### config.mk
export PLATFORM = sky130hd
export DESIGN_NAME = fp_add_arbiter_flat
export DESIGN_NICKNAME = d
export VERILOG_FILES = /design/src/rtl/fp_add_arbiter_if.sv /design/src/rtl/fp_add_arbiter.sv /design/src/flat_wrapper.sv
export SDC_FILE = /design/constraint.sdc
export NUM_CORES = 1
export LEC_CHECK = 0
export CORE_AREA = 2 2 157 159
export CTS_BUF_LIST = sky130_fd_sc_hd__clkbuf_8
export CTS_CLUSTER_DIAMETER = 200
export DETAILED_ROUTE_END_ITERATION = 12
export DIE_AREA = 0 0 159 161
export PLACE_DENSITY = 0.66
export SYNTH_ARGS = -nofsm -noshare
export SYNTH_HDL_FRONTEND = slang
export SYNTH_SLANG_ARGS = --single-unit
### constraint.sdc
create_clock -name clk -period 4.2 [get_ports clk]
set_input_delay 0.84 -clock clk [delete_from_list [all_inputs] [get_ports clk]]
set_output_delay 0.84 -clock clk [all_outputs]
set_load 0.02 [all_outputs]
### src/rtl/fp_add_arbiter_if.sv
// Bundles the requester, shared-adder and response buses of fp_add_arbiter.
// slave = arbiter side, master = environment (requesters, adder, consumer).
interface fp_add_arbiter_if #(
    parameter int NUM_REQ = 4,
    parameter int ID_W    = 2
);
    logic [NUM_REQ-1:0]    req_valid;
    logic [NUM_REQ-1:0]    req_ready;
    logic [32*NUM_REQ-1:0] req_opx;
    logic [32*NUM_REQ-1:0] req_opy;
    logic [31:0]           add_x;
    logic [31:0]           add_y;
    logic [31:0]           add_result;
    logic                  rsp_valid;
    logic                  rsp_ready;
    logic [ID_W-1:0]       rsp_id;
    logic [31:0]           rsp_data;
    logic                  rsp_nan;
    logic                  busy;

    modport slave (
        input  req_valid, req_opx, req_opy, add_result, rsp_ready,
        output req_ready, add_x, add_y, rsp_valid, rsp_id, rsp_data, rsp_nan, busy
    );

    modport master (
        output req_valid, req_opx, req_opy, add_result, rsp_ready,
        input  req_ready, add_x, add_y, rsp_valid, rsp_id, rsp_data, rsp_nan, busy
    );
endinterface

### src/rtl/fp_add_arbiter.sv
// Round-robin arbiter sharing one combinational fp adder among NUM_REQ requesters.
// Latency: 2 edges accept-to-rsp_valid; one operation per 3 cycles at best.
// Backpressure: response held in RESP until rsp_ready; no grants while busy.
module fp_add_arbiter #(
    parameter int NUM_REQ = 4,
    parameter int ID_W    = 2
) (
    input  logic              clk,
    input  logic              rst,
    fp_add_arbiter_if.slave   bus
);
    typedef enum logic [1:0] {IDLE, ISSUE, RESP} state_e;

    typedef struct packed {
        logic [31:0] x;
        logic [31:0] y;
    } opnd_t;

    state_e             state_q, state_d;
    opnd_t              opnd_q, opnd_d, sel_opnd;
    logic [ID_W-1:0]    id_q, id_d;
    logic [ID_W-1:0]    last_q, last_d;
    logic [31:0]        data_q, data_d;
    logic               nan_q, nan_d;
    logic               rsp_valid_q, rsp_valid_d;
    logic               busy_q, busy_d;

    logic [NUM_REQ-1:0] win_oh;
    logic [ID_W-1:0]    win_id;
    logic [ID_W-1:0]    rr_idx;
    logic               win_found;

    // Search begins one past the last granted index and wraps.
    always_comb begin
        win_oh    = '0;
        win_id    = '0;
        win_found = 1'b0;
        rr_idx    = '0;
        for (int k = 1; k <= NUM_REQ; k++) begin
            if (int'(last_q) + k >= NUM_REQ) begin
                rr_idx = ID_W'(int'(last_q) + k - NUM_REQ);
            end else begin
                rr_idx = ID_W'(int'(last_q) + k);
            end
            if (!win_found && bus.req_valid[rr_idx]) begin
                win_found      = 1'b1;
                win_oh[rr_idx] = 1'b1;
                win_id         = rr_idx;
            end
        end
    end

    always_comb begin
        sel_opnd = '0;
        for (int i = 0; i < NUM_REQ; i++) begin
            if (win_oh[i]) begin
                sel_opnd.x = bus.req_opx[32*i +: 32];
                sel_opnd.y = bus.req_opy[32*i +: 32];
            end
        end
    end

    always_comb begin
        state_d = state_q;
        opnd_d  = opnd_q;
        id_d    = id_q;
        last_d  = last_q;
        data_d  = data_q;
        nan_d   = nan_q;
        case (state_q)
            IDLE: begin
                if (win_found) begin
                    state_d = ISSUE;
                    opnd_d  = sel_opnd;
                    id_d    = win_id;
                    last_d  = win_id;
                end
            end
            ISSUE: begin
                state_d = RESP;
                data_d  = bus.add_result;
                nan_d   = (&bus.add_result[30:23]) && (|bus.add_result[22:0]);
            end
            RESP: begin
                if (bus.rsp_ready) begin
                    state_d = IDLE;
                end
            end
            default: state_d = IDLE;
        endcase
        rsp_valid_d = (state_d == RESP);
        busy_d      = (state_d != IDLE);
    end

    always_ff @(posedge clk or posedge rst) begin
        if (rst) begin
            state_q     <= IDLE;
            opnd_q      <= '0;
            id_q        <= '0;
            last_q      <= ID_W'(NUM_REQ - 1);
            data_q      <= '0;
            nan_q       <= 1'b0;
            rsp_valid_q <= 1'b0;
            busy_q      <= 1'b0;
        end else begin
            state_q     <= state_d;
            opnd_q      <= opnd_d;
            id_q        <= id_d;
            last_q      <= last_d;
            data_q      <= data_d;
            nan_q       <= nan_d;
            rsp_valid_q <= rsp_valid_d;
            busy_q      <= busy_d;
        end
    end

    // Grant is masked by rst so it drops the moment reset is raised.
    assign bus.req_ready = (state_q == IDLE && !rst) ? win_oh : '0;
    assign bus.add_x     = opnd_q.x;
    assign bus.add_y     = opnd_q.y;
    assign bus.rsp_valid = rsp_valid_q;
    assign bus.rsp_id    = id_q;
    assign bus.rsp_data  = data_q;
    assign bus.rsp_nan   = nan_q;
    assign bus.busy      = busy_q;
endmodule

### src/flat_wrapper.sv
// flat-port wrapper written by rule: the top's interface ports become plain ports
module fp_add_arbiter_flat 
#(
    parameter int NUM_REQ = 4,
    parameter int ID_W    = 2
)
  (clk, rst, bus_req_valid, bus_req_opx, bus_req_opy, bus_add_result, bus_rsp_ready, bus_req_ready, bus_add_x, bus_add_y, bus_rsp_valid, bus_rsp_id, bus_rsp_data, bus_rsp_nan, bus_busy);
  fp_add_arbiter_if #(.NUM_REQ(NUM_REQ), .ID_W(ID_W)) bus_i ();
  input  logic clk;
  input  logic rst;
  input wire logic [$bits(bus_i.req_valid)-1:0] bus_req_valid;
  input wire logic [$bits(bus_i.req_opx)-1:0] bus_req_opx;
  input wire logic [$bits(bus_i.req_opy)-1:0] bus_req_opy;
  input wire logic [$bits(bus_i.add_result)-1:0] bus_add_result;
  input wire logic [$bits(bus_i.rsp_ready)-1:0] bus_rsp_ready;
  output wire logic [$bits(bus_i.req_ready)-1:0] bus_req_ready;
  output wire logic [$bits(bus_i.add_x)-1:0] bus_add_x;
  output wire logic [$bits(bus_i.add_y)-1:0] bus_add_y;
  output wire logic [$bits(bus_i.rsp_valid)-1:0] bus_rsp_valid;
  output wire logic [$bits(bus_i.rsp_id)-1:0] bus_rsp_id;
  output wire logic [$bits(bus_i.rsp_data)-1:0] bus_rsp_data;
  output wire logic [$bits(bus_i.rsp_nan)-1:0] bus_rsp_nan;
  output wire logic [$bits(bus_i.busy)-1:0] bus_busy;
  assign bus_i.req_valid = bus_req_valid;
  assign bus_i.req_opx = bus_req_opx;
  assign bus_i.req_opy = bus_req_opy;
  assign bus_i.add_result = bus_add_result;
  assign bus_i.rsp_ready = bus_rsp_ready;
  assign bus_req_ready = bus_i.req_ready;
  assign bus_add_x = bus_i.add_x;
  assign bus_add_y = bus_i.add_y;
  assign bus_rsp_valid = bus_i.rsp_valid;
  assign bus_rsp_id = bus_i.rsp_id;
  assign bus_rsp_data = bus_i.rsp_data;
  assign bus_rsp_nan = bus_i.rsp_nan;
  assign bus_busy = bus_i.busy;
  fp_add_arbiter #(.NUM_REQ(NUM_REQ), .ID_W(ID_W)) u_core (.clk(clk), .rst(rst), .bus(bus_i));
endmodule
==> qor.yml, run 1 <==
status: "complete, no violations"
instances_no_fill: 1395
antenna_found_initial: 2
cpLargestDelayFamily: "buffers and inverters"
required_ns: 3.36
synth_top_family_by_area: "compound AO/OA/AOI/OAI gates"
leakage_nw: 4.09
synth-compound-area-share: 0.237
pwr-share-clk: 0.076
start_kind: "input port"
p_per_area_nw_per_um2: 834
grt_pass1_wl_mm: 45.6
syn2layout_area_growth_pct: 73.0
synth_area_leaders: "dfrtp_1 (41%), a32oi_1 (8.9%), a31oi_1 (6.3%)"
worstMarginPinSlew_ns: 0.904
path_class: "in -> out"
drv_slew: 0
place_inst: 1379
nets: 1369
synth.largest_area_cell: "dfrtp_1"
fin_area_sq_um: 10900
ys_types: 51
synthFlopType: "dfrtp_1"
ys_warn_count: 0
drive_above_1_share: 0.0887
slowest_stage: "mux4_2"
io_pins: 400
comb_power_share: 0.721
endpoint_kind: "output pin"
clkTransAtPathRegs_ns: 0.12
multi_input_area_sq_um: 3350
dpl.hpwl_mm: 20.3
yosysTopAreaCellShare: 0.408
synthSimpleGateAreaFrac: 0.199
total_power_w: 0.00912
wl_per_cell_um: 21.3
register_area_sq_um: 2630
diodes: 0
syn-num-nets: 999
yosysSeqAreaShare: 0.416
cts.sinks: 105
place.gp.congestion: 0.857
final_common_cell: "clkdlybuf4s50_1"
yosys.area_share.xor_xnor: 0
ant_nets: 0
die_h_um: 161
power.switching_w: 0.00468
fin_crit_ns: 4.06
swShare: 0.513
crit_top_cell: "buf_4"
power.internal_w: 0.00444
synth_edf_count: 0
rsz0062_at_grt: "no"
numPortBuffers: 399
die-area_sq_um: 25600
min_path_type: "reg -> reg"
final_cell_mix: "clkdlybuf4s50_1 (395), dfrtp_1 (103), nand2_1 (71)"
core-area_sq_um: 24000
ir_drop_v: 0.000621
seq_power_share: 0.203
syn_area_per_cell_sq_um: 9.08
cp_max_fo: 9
clock_latency_ns: 0.40
cts-buffers-inserted: 9
num_vias: 7365
fmax_ghz: 0.247
fp-row-count: 57
via_per_inst: 5.28
drtIter0Drc: 661
first_pass_iters: 5
timing.final.crit_share: 0.966
holdBufCountCts: 0
nFillCells: 2399
setup_viol: 0
cts_resized: 4
synthAdderAreaFrac: 0.0158
root_buffer: "clkbuf_8"
finalHoldViolCount: 0
arrival_ns: 3.22
skew_ns: 0.0205
ys_ff_latch: 105
overflow: 0
async_flop_share: 1.00
cap_violations: 0
crit_chain: "clkdlybuf4s50_1, buf_4, buf_4, mux4_2, nand3b_1, a2bb2oi_1, or2_4, nor2b_1, dlygate4sd2_1"
critPathMaxStageDelay_ns: 0.55
whs_ns: 0.500
placed_area_sq_um: 10700
cts_tree: "yes"
grt_max_degree: 66
clockBufferDepth: 2
synthCells: 696
synthMuxAreaShare: 0.0756
grt_util_all_layers: 0.226
h-tree-depth: 3
grt_pass1_vias: 7748
start_util: 0.264
syn_area_sq_um: 6320
drt-total-wl_mm: 29.7
die_x_um: 159
cp_num_buf_inv: 4
postCtsSetupBuffers: 0
drc: 0
relSlewSlack: 0.398
[routing by layer]
layer	GRT usage	vias to the layer above	wire length, um
met2	0.377	416	14200
met4	0.0798	0	654
met5	0	-	0
met1	0.289	3560	12500
li1	-	3352	-
met3	0.0521	37	2370
[Yosys cell counts, types with 5 or more instances]
cell type	instances
dfrtp_1	103
nand2_1	71
nand3_1	67
a31oi_1	64
a32oi_1	64
and2_1	64
o21ai_0	56
clkbuf_1	44
mux2_2	32
o21ai_1	16
nor2_1	13
buf_2	10
buf_1	9
ha_1	8
buf_6	7
inv_1	5
mux2i_1	5
nand2b_1	5
nor4_1	5
[path summary, 6_finish.rpt]
check | start | end | slack [ns] | cells after the start
setup / recovery | bus_req_valid[1] | bus_req_ready[3] | 0.14 | 9
hold / removal | u_core.bus.rsp_nan | u_core.bus.rsp_nan | 0.50 | 2
setup reg to reg | u_core.last_q[0] | u_core.bus.add_x[17] | 0.51 | 10
hold reg to reg | u_core.bus.rsp_nan | u_core.bus.rsp_nan | 0.50 | 2
max in group asynchronous | rst | u_core.bus.add_x[17] | 2.52 | 3
min in group asynchronous | rst | u_core.bus.rsp_id[0] | 0.87 | 2
[tightest hold or removal path: stages (launching register included)]
cell and delay [ns]:
dfrtp_1 0.37, nand2_1 0.05, o41ai_1 0.05
[state kept, by name, indices dropped and copies added, names as in the netlist]
| signal | count |
|---|---|
| u_core.bus.add_x | 32 |
| u_core.bus.add_y | 32 |
| u_core.bus.rsp_data | 32 |
| u_core.bus.rsp_id | 2 |
| u_core.last_q | 2 |
| u_core.state_q | 2 |
| u_core.bus.busy | 1 |
| u_core.bus.rsp_nan | 1 |
| u_core.bus.rsp_valid | 1 |
[metrics by stage]
| step | utilization | TNS (ns) | setup slack, ns |
|---|---|---|---|
| finish | 0.456 | 0 | 0.144 |
| global route | 0.456 | 0 | 0.00645 |
| CTS | 0.456 | 0 | 0.153 |
| detailed placement | 0.448 | -0.262 | -0.144 |
| global placement | 0.448 | -0.408 | -0.225 |
| floorplan | - | 0 | 0.298 |
[cell families after synthesis]
logic type / count (synthesis)
simple gates: 243
compound gates: 223
buf+inv: 77
mux: 40
flops: 105
fa+ha+maj: 8
[power by group through the flow]
stage | clock [W] | combinational, W | sequential, W
2_1_floorplan | 0 | 0.00331 | 0.00242
3_3_place_gp | 0 | 0.00651 | 0.00185
3_5_place_dp | 0 | 0.00657 | 0.00186
4_1_cts | 0.000729 | 0.00658 | 0.00185
5_1_grt | 0.000760 | 0.00706 | 0.00192
6_report | 0.000696 | 0.00658 | 0.00185
[cell type report]
type                            instances  share of cell area
Clock buffer                            9              0.0113
Multi-Input combinational cell        514               0.307
Inverter                                6             0.00229
Tap cell                              324              0.0371
Timing Repair Buffer                  430               0.394
Sequential cell                       105               0.241
Clock inverter                          7             0.00790
No activity file was read; power rests on OpenSTA's default activity.
==> run 2: changes to the inputs <==
Settings changed: ABC_AREA set to 0, GPL_TIMING_DRIVEN set to 0.
==> run 2 against run 1 <==
Effect of this change: die area did not move; total power rose by 5.1%; first-iteration DRC count rose by 0.91%; combinational power rose by 6.5%; sequential share of layout area fell by 0.41 points; hold slack improved by 0.016 ns; maximum frequency fell by 1.1%; largest power group unchanged; sequential cell count did not move; utilization rose by 0.78 points; critical path depth fell by 1; global-route usage rose by 1.2 points; final cell count rose by 3.5%.
==> qor.yml, run 2 (synthesis gave the netlist of run 1 again) <==
drt-total-wl_mm: 32.2  # +8.7%
status: "complete, no violations"
pre_cts_slack_ns: -1.00  # -0.858 ns
final_cell_mix: "clkdlybuf4s50_1 (394), dfrtp_1 (103), nand2_1 (71)"
syn2layout_area_growth_pct: 76.0
root_buffer: "clkbuf_8"
finalHoldViolCount: 0  # unchanged
fp-row-count: 57  # unchanged
drtIter0Drc: 667  # +0.91%
cts-buffers-inserted: 9  # unchanged
grt_pass1_vias: 8018  # +3.5%
cts.sinks: 105  # unchanged
pwr-share-clk: 0.078  # +0.002
clkTransAtPathRegs_ns: 0.14  # +0.02 ns
r2r_slack_ns: 0.28  # -0.23 ns
clock_latency_ns: 0.41  # about the same
required_ns: 3.36  # about the same
start_kind: "input port"
skew_ns: 0.0175  # -0.00298 ns
drc: 0  # unchanged
rsz0062_at_grt: "no"
worstMarginPinSlew_ns: 1.06  # +0.152 ns
clockBufferDepth: 2  # unchanged
holdBufCountCts: 0  # unchanged
die-area_sq_um: 25600  # unchanged
start_util: 0.264  # unchanged
comb_power_share: 0.731  # +0.010
instances_no_fill: 1444  # +3.5%
leakage_nw: 4.13  # +0.79%
fin_crit_ns: 4.10  # +0.0444 ns
io_pins: 400  # unchanged
hold-path-endpoint: "u_core.bus.rsp_nan"
relSlewSlack: 0.291  # -0.106
place.gp.congestion: 0.902  # +5.3%
num_vias: 7670  # +4.1%
grt_pass1_wl_mm: 47.1  # +3.3%
first_pass_iters: 5  # unchanged
register_area_sq_um: 2630  # unchanged
h-tree-depth: 3  # unchanged
die_x_um: 159  # unchanged
arrival_ns: 3.26  # +0.04 ns
setup_slack_ns: 0.0994  # -0.0444 ns
min_path_type: "reg -> reg"
min-delay-start: "u_core.bus.rsp_nan"
final_util: 0.464  # +0.00783
core-area_sq_um: 24000  # unchanged
ff2ff_path_depth: 13  # +3
cts_tree: "yes"
multi_input_area_sq_um: 3390  # +1.0%
nets: 1417  # +3.5%
setup_viol: 0  # unchanged
place_inst: 1419  # +2.9%
cap_violations: 0  # unchanged
numPortBuffers: 398  # -0.25%
ant_nets: 0  # unchanged
grt_max_degree: 88  # +33%
seq_power_share: 0.190  # -0.013
cp_max_fo: 10  # +1
total_power_w: 0.00959  # +5.1%
die_h_um: 161  # unchanged
antenna_found_initial: 1  # -1
hold_depth: 2  # unchanged
grt_util_all_layers: 0.239  # +0.0125
r2r_end: "u_core.bus.add_x[1]"
whs_ns: 0.517  # +0.0164 ns
path_class: "in -> out"
reg2reg_from: "u_core.last_q[0]"
timing.final.crit_share: 0.976  # +0.0106
wl_per_cell_um: 22.3  # +5.0%
swShare: 0.519  # +0.00574
via_per_inst: 5.31  # +0.61%
final_common_cell: "clkdlybuf4s50_1"
nFillCells: 2333  # -2.8%
overflow: 0  # unchanged
drive_above_1_share: 0.0929  # +0.00424
dpl.hpwl_mm: 23.8  # +17%
ir_drop_v: 0.000480  # -23%
p_per_area_nw_per_um2: 863  # +3.4%
power.internal_w: 0.00461  # +3.9%
endpoint_kind: "output pin"
fmax_ghz: 0.244  # -1.1%
power.switching_w: 0.00498  # +6.3%
drv_slew: 0  # unchanged
## run 2: cell types whose count changed in the layout (fill, tap and decap cells not counted), moves of 6 or more
cell,change
buf_2,+9
buf_1,+7
buf_12,-6
buf_4,-13
clkbuf_1,+41
buf_6,+8
## run 2: final cells by class
cell class | instances | share of cell area
repair buffers | 410 | 0.367
multi-input cells | 515 | 0.305
flip-flops and latches | 105 | 0.236
well taps | 324 | 0.0365
plain buffers | 67 | 0.0325
clock buffers | 9 | 0.0111
clock inverters | 7 | 0.00844
inverters | 6 | 0.00315
diodes | 1 | 0.000225
## run 2: metrics by stage
| stage | TNS, ns | instance area, sq um |
|---|---|---|
| 2_1_floorplan | 0 | 6320 |
| 3_3_place_gp | -154.08 | 10700 |
| 3_5_place_dp | -3.20 | 10700 |
| 4_1_cts | -0.0272 | 11000 |
| 5_1_grt | 0 | 11100 |
| 6_report | 0 | 11100 |
## run 2: worst max path at each step
stage / startpoint / to / slack, ns / cells past startpoint
after floorplan: u_core.last_q[1] / bus_req_ready[3] / 0.30 / 10
after global placement: rst / u_core.bus.add_x[18] / -1.47 / 2
after CTS: u_core.last_q[0] / bus_req_ready[3] / -0.01 / 12
after detailed placement: bus_req_valid[1] / bus_req_ready[0] / -1.00 / 10
after global routing: u_core.last_q[0] / bus_req_ready[3] / 0.05 / 11
final: bus_req_valid[1] / bus_req_ready[3] / 0.1 / 8
## run 2: power groups by stage
| stage | logic (W) | clock network, W | registers [W] |
|---|---|---|---|
| 6_report | 0.00701 | 0.000751 | 0.00183 |
| 5_1_grt | 0.00753 | 0.000810 | 0.00189 |
| 4_1_cts | 0.00687 | 0.000770 | 0.00183 |
| 3_5_place_dp | 0.00675 | 0 | 0.00185 |
| 3_3_place_gp | 0.00670 | 0 | 0.00184 |
| 2_1_floorplan | 0.00331 | 0 | 0.00242 |
## run 2: layer usage
layer  wire (um)  vias up  track usage
li1            -     3458            -
met1       13000     3698        0.286
met2       15400      446        0.401
met3        2730       68       0.0727
met4        1180        0       0.0988
met5           0        -            0
## run 2: what timing repair did
item	4_1_cts	5_1_grt
endpoints found under the setup margin	14	4
gates cloned	0	1
gates resized for setup	28	15
setup buffers	3	8
pin swaps	0	3
## run 2: worst max-delay path: stages
cell             delay (ns)
clkdlybuf4s50_1        0.41
buf_2                  0.18
or3b_1                 0.44
a2111o_1               0.46
a21oi_2                0.28
or2_4                  0.23
nor2b_1                0.14
clkdlybuf4s15_2        0.27
==> patch (settings of run 1) <==
`NUM_REQ` is set to 4 in 3 places; all go to 5.
--- a/src/rtl/fp_add_arbiter_if.sv
+++ b/src/rtl/fp_add_arbiter_if.sv
@@ -1,7 +1,7 @@
 // Bundles the requester, shared-adder and response buses of fp_add_arbiter.
 // slave = arbiter side, master = environment (requesters, adder, consumer).
 interface fp_add_arbiter_if #(
-    parameter int NUM_REQ = 4,
+    parameter int NUM_REQ = 5,
     parameter int ID_W    = 2
 );
     logic [NUM_REQ-1:0]    req_valid;
--- a/src/rtl/fp_add_arbiter.sv
+++ b/src/rtl/fp_add_arbiter.sv
@@ -2,7 +2,7 @@
 // Latency: 2 edges accept-to-rsp_valid; one operation per 3 cycles at best.
 // Backpressure: response held in RESP until rsp_ready; no grants while busy.
 module fp_add_arbiter #(
-    parameter int NUM_REQ = 4,
+    parameter int NUM_REQ = 5,
     parameter int ID_W    = 2
 ) (
     input  logic              clk,
--- a/src/flat_wrapper.sv
+++ b/src/flat_wrapper.sv
@@ -1,7 +1,7 @@
 // flat-port wrapper written by rule: the top's interface ports become plain ports
 module fp_add_arbiter_flat 
 #(
-    parameter int NUM_REQ = 4,
+    parameter int NUM_REQ = 5,
     parameter int ID_W    = 2
 )
   (clk, rst, bus_req_valid, bus_req_opx, bus_req_opy, bus_add_result, bus_rsp_ready, bus_req_ready, bus_add_x, bus_add_y, bus_rsp_valid, bus_rsp_id, bus_rsp_data, bus_rsp_nan, bus_busy);
Interface: changed (resized bus_req_opx, bus_req_opy, bus_req_ready and bus_req_valid); port bits go from 400 to 466. The function was not compared with the original's and may differ.
==> patch against run 1 <==
  * Sequential cell count fell by 2
  * First-iteration DRC count shrank 40%
  * Non-clock buffer count rose by 12
  * Routed wire length is 6.4% lower
  * Critical path depth decreased by 2
  * Maximum frequency up 0.30%
  * Final area up 6.5%
  * Total power is 32% higher
  * Worst hold slack better by 0.012 ns
  * Worst setup slack better by 0.012 ns
  * Synthesized area up 11%
  * Clock skew rose by 0.0054 ns
==> patch: results (changes against run 1) <==
* Hold EP: u_core.bus.rsp_data[0]
* Post-DP HPWL at 20.5 mm (+0.82%)
* DRT iter0 DRCs at 397 (-40%)
* Port Buffer Count at 399 (unchanged)
* Final period utilization at 96.3% (-0.29 points)
* Layout cells sized above 1 at 23.2% (+14 points)
* Sequential area share after synthesis at 36.8% (-4.8 points)
* Inst Count DP at 1337 (-3.0%)
* Reg clk slew, reported paths at 0.10 ns (-0.02 ns)
* Inserted Clock Buffers at 9 (unchanged)
* CTS Buffer Depth at 2 (unchanged)
* Setup Skew at 0.0259 ns (+0.00540 ns)
* Via density at 5.06 (-4.1%)
* Leakage at 0.00442 uW (+8.0%)
* Crit path max-delay family: buffers and inverters
* Initial DRT Pass Iterations at 4 (-1)
* Hold crit path type: flop to flop
* Number of global-route vias before repair at 7337 (-5.3%)
* Tightest Pin Transition at 0.971 ns (+0.0669 ns)
* Worst path slowest cell: clkdlybuf4s50_1
* Syn. warnings at 0 (unchanged)
* Max VDD drop at 0.00109 V (+75%)
* Synth Net Count at 1004 (+0.50%)
* Arr. time, crit path at 3.20 ns (-0.02 ns)
* Initial antenna violation count at 1 (-1)
* Syn Area/Cell at 11.0 sq um (+21%)
* GP Congestion at 0.859 (+0.29%)
* Setup WS pre-CTS at -0.133 ns (+0.0114 ns)
* Root Buffer: clkbuf_8
* Max stage delay on crit path at 0.67 ns (+0.12 ns)
* Crit Reg-Reg Startpoint: u_core.bus.rsp_id[0]
* Largest net degree at the start of global routing at 71 (+7.6%)
* Reg2reg end: u_core.bus.add_x[24]
* Htree depth at 3 (unchanged)
* Critical path endpoint: bus_req_ready[1]
* CP startpoint: bus_req_valid[3]
* Fin cells at 1354 (-2.9%)
* Routed wire per std cell at 20.5 um (-3.6%)
* R2R Setup Slk at 0.50 ns
* Worst-Skew Late Latency at between 0.3 and 0.4 ns
* Synth top cells by count: dfrtp_1, nor2_1, nor2b_1
* Hold path depth at 1 (-1)
* Status: finished clean
* Hold Startpoint: u_core.bus.rsp_data[0]
* Ranking of synthesized cells by area: dfrtp_1, a221oi_2, o31ai_2
* Worst-path fanout max at 10 (+1)
* Reg2Reg Depth at 14 (+4)
* Distinct cells, synth at 55 (+7.8%)
* First-pass GRT wire length at 43.0 mm (-5.7%)
* Diodes inserted at 0 (unchanged)
* Post-synth ARST share at 100% (unchanged)
* GR Util All Layers at 21.5% (-1.2 points)
-- patch: layout make-up --
cell class	count	area [sq um]
Clock buffer	9	124
Clock inverter	7	101
Fill cell	2287	12300
Inverter	10	41.3
Multi-Input combinational cell	459	4000
Sequential cell	103	2580
Tap cell	324	405
Timing Repair Buffer	442	4400
-- patch: cell families after synthesis --
| family | Yosys count | share of synthesized area [%] |
|---|---|---|
| buffers and inverters | 74 | 6.98 |
| adder cells (fa/ha/maj) | 8 | 1.43 |
| other | 1 | 0.0535 |
| flip-flops | 103 | 36.8 |
| multiplexers | 43 | 7.52 |
| XOR/XNOR | 2 | 0.250 |
| AND/OR/NAND/NOR | 180 | 13.2 |
| AO/OA/AOI/OAI | 225 | 33.8 |
-- patch: timing repair --
item | in CTS | in global routing
gates resized for setup | 7 | 5
pin swaps | 0 | 0
setup buffers | 0 | 1
setup endpoints to repair | 4 | 4
-- patch: layer usage --
metal | global-route usage [%] | vias up | share of wire (%)
met5 | 0 | - | 0.047
met4 | 5.50 | 2 | 1.9
met3 | 5.96 | 32 | 7.7
met2 | 37.8 | 301 | 49
met1 | 26.0 | 3297 | 41
li1 | - | 3222 | -
-- patch: power breakdown --
part / internal (uW) / switching (uW)
sequential: 1530 / 240
combinational: 4140 / 5410
clock: 344 / 401
total: 6000 / 6060
-- patch: metrics by stage --
step	TNS [ns]	hold slack, ns	instance area [sq um]
4_1_cts	0	0.515	11600
5_1_grt	0	0.531	11600
6_report	0	0.513	11600
3_5_place_dp	-0.391	0.491	11400
2_1_floorplan	0	0.496	7010
3_3_place_gp	-0.370	0.486	11400
